### src/rtl/if_fetch.sv
// if_fetch: fetches 32-bit instructions as four byte reads and presents {pc, inst} with valid, stall hold and branch redirect
module if_fetch #(
  parameter int                    ADDR_WIDTH = 32,
  parameter logic [ADDR_WIDTH-1:0] RESET_PC   = '0
) (
  input  logic                  clk_in,
  input  logic                  rst_in,
  input  logic                  stall_in,
  input  logic                  branch_taken_in,
  input  logic [ADDR_WIDTH-1:0] branch_target_in,
  input  logic                  mem_grant_in,
  input  logic [7:0]            mem_data_in,
  output logic                  mem_rd_en_out,
  output logic [ADDR_WIDTH-1:0] mem_addr_out,
  output logic [ADDR_WIDTH-1:0] pc_out,
  output logic [31:0]           inst_out,
  output logic                  inst_valid_out
);
  localparam logic [2:0] S0     = 3'd0;
  localparam logic [2:0] S4     = 3'd4;
  localparam logic [2:0] S_DONE = 3'd5;
  logic [2:0]            state_q, state_d;
  logic [ADDR_WIDTH-1:0] fetch_pc_q, fetch_pc_d;
  logic [ADDR_WIDTH-1:0] pc_q, pc_d;
  logic [31:0]           inst_q, inst_d;
  logic                  valid_q, valid_d;
  logic                  pend_q, pend_d;
  logic [1:0]            pidx_q, pidx_d;
  logic [31:0]           buf_q, buf_d;
  logic                  issue;
  // read issue is combinational; held off during reset and in a redirect cycle
  always_comb begin
    issue         = rst_in && !branch_taken_in && !state_q[2] && mem_grant_in;
    mem_rd_en_out = issue;
    mem_addr_out  = issue ? fetch_pc_q + ADDR_WIDTH'(state_q[1:0]) : '0;
  end
  // next state: redirect beats everything, then issue, final-byte assembly, accept
  always_comb begin
    state_d    = state_q;
    fetch_pc_d = fetch_pc_q;
    pc_d       = pc_q;
    inst_d     = inst_q;
    valid_d    = valid_q;
    pend_d     = issue;
    pidx_d     = issue ? state_q[1:0] : pidx_q;
    buf_d      = buf_q;
    if (pend_q) buf_d[8*pidx_q +: 8] = mem_data_in;
    if (branch_taken_in) begin
      fetch_pc_d = branch_target_in & ~ADDR_WIDTH'(3);
      state_d    = S0;
      valid_d    = 1'b0;
      pend_d     = 1'b0;
      buf_d      = buf_q;
    end else if (issue) begin
      state_d = state_q + 3'd1;
    end else if (state_q == S4 && pend_q) begin
      state_d = S_DONE;
      pc_d    = fetch_pc_q;
      inst_d  = {mem_data_in, buf_q[23:0]};
      valid_d = 1'b1;
    end else if (state_q == S_DONE && !stall_in) begin
      fetch_pc_d = fetch_pc_q + ADDR_WIDTH'(4);
      state_d    = S0;
      valid_d    = 1'b0;
    end
  end
  // state registers with asynchronous active-low reset
  always_ff @(posedge clk_in or negedge rst_in) begin
    if (!rst_in) begin
      state_q    <= S0;
      fetch_pc_q <= RESET_PC;
      pc_q       <= '0;
      inst_q     <= '0;
      valid_q    <= 1'b0;
      pend_q     <= 1'b0;
      pidx_q     <= '0;
      buf_q      <= '0;
    end else begin
      state_q    <= state_d;
      fetch_pc_q <= fetch_pc_d;
      pc_q       <= pc_d;
      inst_q     <= inst_d;
      valid_q    <= valid_d;
      pend_q     <= pend_d;
      pidx_q     <= pidx_d;
      buf_q      <= buf_d;
    end
  end
  assign pc_out         = pc_q;
  assign inst_out       = inst_q;
  assign inst_valid_out = valid_q;
endmodule

### config.mk
export PLATFORM = sky130hd
export DESIGN_NAME = if_fetch
export DESIGN_NICKNAME = d
export VERILOG_FILES = /design/src/rtl/if_fetch.sv
export SDC_FILE = /design/constraint.sdc
export NUM_CORES = 1
export LEC_CHECK = 0
export ABC_AREA = 1
export BUFFER_PORTS_ARGS = -buffer_cell sky130_fd_sc_hd__buf_2
export CORE_MARGIN = 2
export CORE_UTILIZATION = 50
export CTS_CLUSTER_SIZE = 16
export DETAILED_ROUTE_END_ITERATION = 16
export GPL_TIMING_DRIVEN = 1
export PLACE_DENSITY = 0.84
export SYNTH_ARGS = -nofsm -noshare
export SYNTH_HDL_FRONTEND = slang
export SYNTH_SLANG_ARGS = --single-unit
### constraint.sdc
create_clock -name clk_in -period 2.25 [get_ports clk_in]
set_clock_uncertainty 0.1 [all_clocks]
set_input_delay 0.45 -clock clk_in [delete_from_list [all_inputs] [get_ports clk_in]]
set_output_delay 0.45 -clock clk_in [all_outputs]
set_load 0.01 [all_outputs]
==> flow_summary.ini <==
[status]
outcome = complete, no violations

[grt]
gr-total-overflow = 0
grt_pass1_vias = 5293
antenna_found_initial = 1
grt_usage = 0.247
grt_pass1_wl_mm = 25.4
grt_start_max_net_pins = 124

[placed_design]
placedInstanceArea_mm2 = 0.00697
pre_cts_ws_ns = 0.280
dp_cells = 1057
port_buffers = 138
gp_congestion = 0.955
hpwl_mm = 11.1

[finish]
nets = 982
syn2layout_area_growth_pct = 23.2
multi_input_area_mm2 = 0.00253
drive_gt1_frac = 0.223
fin_cells = 1090
seqCellArea_mm2 = 0.00308
stdcell_area_mm2 = 0.00752
n_fill_cell = 1052

[floorplan]
dieArea_mm2 = 0.0131
die_h_um = 115
initial_core_util = 0.511
die_w_um = 115
coreArea_mm2 = 0.0120
num_io_pins = 143
fp-row-count = 40

[critical_path]
cp.arrival_ns = 1.61
critPathSlowestCell = dfrtp_1
crit_fanout = 33
crit_chain = inv_1 -> nand4_1 -> buf_12 -> nor2_1 -> buf_2
critPathKind = register to output port
end_kind = output port
cpPeakStageDelay_ns = 0.39
cp.required_ns = 1.70
cp-start-kind = register

[timing]
fin_crit_sh = 0.960
fin_setup_tns_ns = 0
tightest_slew_ns = 0.705
hold_viol_final = 0
setup_viol = 0
period_needed_ns = 2.16
drv_slew = 0
fmax_mhz = 463
relSlewSlack = 0.530
rsz0062_at_grt = no
setup_ws_ns = 0.0904

[synthesis]
netlist_area_mm2 = 0.00611
synth_area_per_cell_um2 = 7.68
ys_ff_latch = 123
netlist_top_cells_area = dfrtp_1 50%, nand2_1 12%, o21ai_0 8.9%, nor2_1 7.0%, inv_1 5.3%
yosys_warnings = 0
ys_seq_area_frac = 0.504
synth_async_sr_flop_share = 1.00
yosysUniqueCellTypes = 30
yosys.area.top_type_share = 0.504
synth_edf_count = 0
netlist_instances = 795
synth-main-ff-cell = dfrtp_1
synth_area_leader_cell = dfrtp_1

[route]
drc = 0
drtPass1Iterations = 5
first_iter_violations = 518
finalWirelength_mm = 15.6
via_per_inst = 5.13
routedWlPerCell_um = 14.3
vias = 5591
postRouteAntennaNets = 0

[pwr]
vdd_drop_max_mv = 0.480
powerDensity_mw_per_mm2 = 981
leakagePower_nw = 3.99

[clocking]
cts_buffers = 17
post_cts_buffers = 0
cts_tree = yes
clkTransAtPathRegs_ns = 0.05
ctsHtreeMaxLevel = 4
clock_latency_ns = 0.41
cts_sinks = 123
clockRootBuffer = clkbuf_16
cts_buffer_depth = 2
ctsHoldBuffers = 0

[run]
drv_cap = 0

[min_path]
hp-class = primary input to asynchronous set/reset pin
## what timing repair did
action	in CTS	in global routing
setup endpoints to repair	0	2
endpoints found under the hold margin	0	0
resized for setup	0	1
## per-stage QoR
stage	power, W	hold slack, ns	utilization
after floorplan	0.00412	0.0544	-
after global placement	0.00480	0.360	0.583
after detailed placement	0.00487	0.367	0.583
after CTS	0.00741	0.113	0.629
after global routing	0.00781	0.122	0.629
final	0.00738	0.0344	0.629
## report_power, final
part	switching, W	internal (W)
Clock	0.00102	0.00151
Sequential	0.000327	0.00280
Combinational	0.00107	0.000640
## cells in the mapped netlist, types with 3 or more instances
cell,count
inv_2,4
nor2_4,5
ha_1,8
a21oi_1,13
nor3_1,4
nand3_1,58
inv_1,87
o22ai_1,3
o21bai_1,3
dfrtp_1,123
buf_2,21
o21ai_0,108
nor2_2,9
nor2_1,114
clkbuf_1,11
nand2_4,5
nand2_1,199
## cells in the final DEF, fill, tap and decap left out, types with 7 or more instances in the layout
cell / netlist / layout
ha_1: 8 / 8
clkinvlp_4: 0 / 8
dfrtp_1: 123 / 123
nand2_1: 199 / 199
nor2_2: 9 / 9
a21oi_1: 13 / 13
clkbuf_16: 0 / 17
inv_1: 87 / 86
nand3_1: 58 / 58
buf_2: 21 / 137
buf_4: 2 / 7
nor2_1: 114 / 114
o21ai_0: 108 / 108
## cell families after synthesis
logic type | synth area share
AND/OR/NAND/NOR | 0.283
adder cells (fa/ha/maj) | 0.0164
other | 0.000614
AO/OA/AOI/OAI | 0.114
flip-flops | 0.504
buffers and inverters | 0.0830
## sequential cells by signal, indices dropped and copies added, names as in the netlist
| register | count |
|---|---|
| buf_q | 24 |
| fetch_pc_q | 30 |
| inst_out | 32 |
| inst_valid_out | 1 |
| pc_out | 30 |
| pend_q | 1 |
| pidx_q | 2 |
| state_q | 3 |
## critical path, delay by kind of cell (launching register included)
kind                   cells  cell delay, ns
AND/OR/NAND/NOR            2            0.33
flip-flops                 1            0.39
buffers and inverters      3            0.49
## final cells by class
class | instances | share of cell area
antenna | 1 | 0.000333
clock inverter | 15 | 0.0170
inverter | 91 | 0.0456
tap | 147 | 0.0244
timing repair buffer | 149 | 0.111
clock buffer | 17 | 0.0565
sequential | 123 | 0.409
multi-input combinational | 547 | 0.336
## path summary, 6_finish.rpt
| path | from | endpoint | slack, ns | cells after the start |
|---|---|---|---|---|
| hold reg to reg | pc_out[31] | pc_out[31] | 0.37 | 2 |
| hold / removal | rst_in | inst_out[10] | 0.03 | 2 |
| setup reg to reg | state_q[0] | fetch_pc_q[5] | 0.36 | 9 |
| max in group asynchronous | rst_in | state_q[1] | 1.44 | 2 |
| min in group clk_in | branch_target_in[2] | fetch_pc_q[2] | 0.19 | 3 |
| setup / recovery | state_q[2] | mem_addr_out[22] | 0.09 | 5 |
## per-layer routing
layer,global-route usage,up-vias,share of wire
met5,0,-,0
met4,0.0821,0,0.016
met3,0.0556,25,0.062
met2,0.405,212,0.49
met1,0.326,2583,0.43
li1,-,2771,-
No activity file was read; power rests on OpenSTA's default activity.
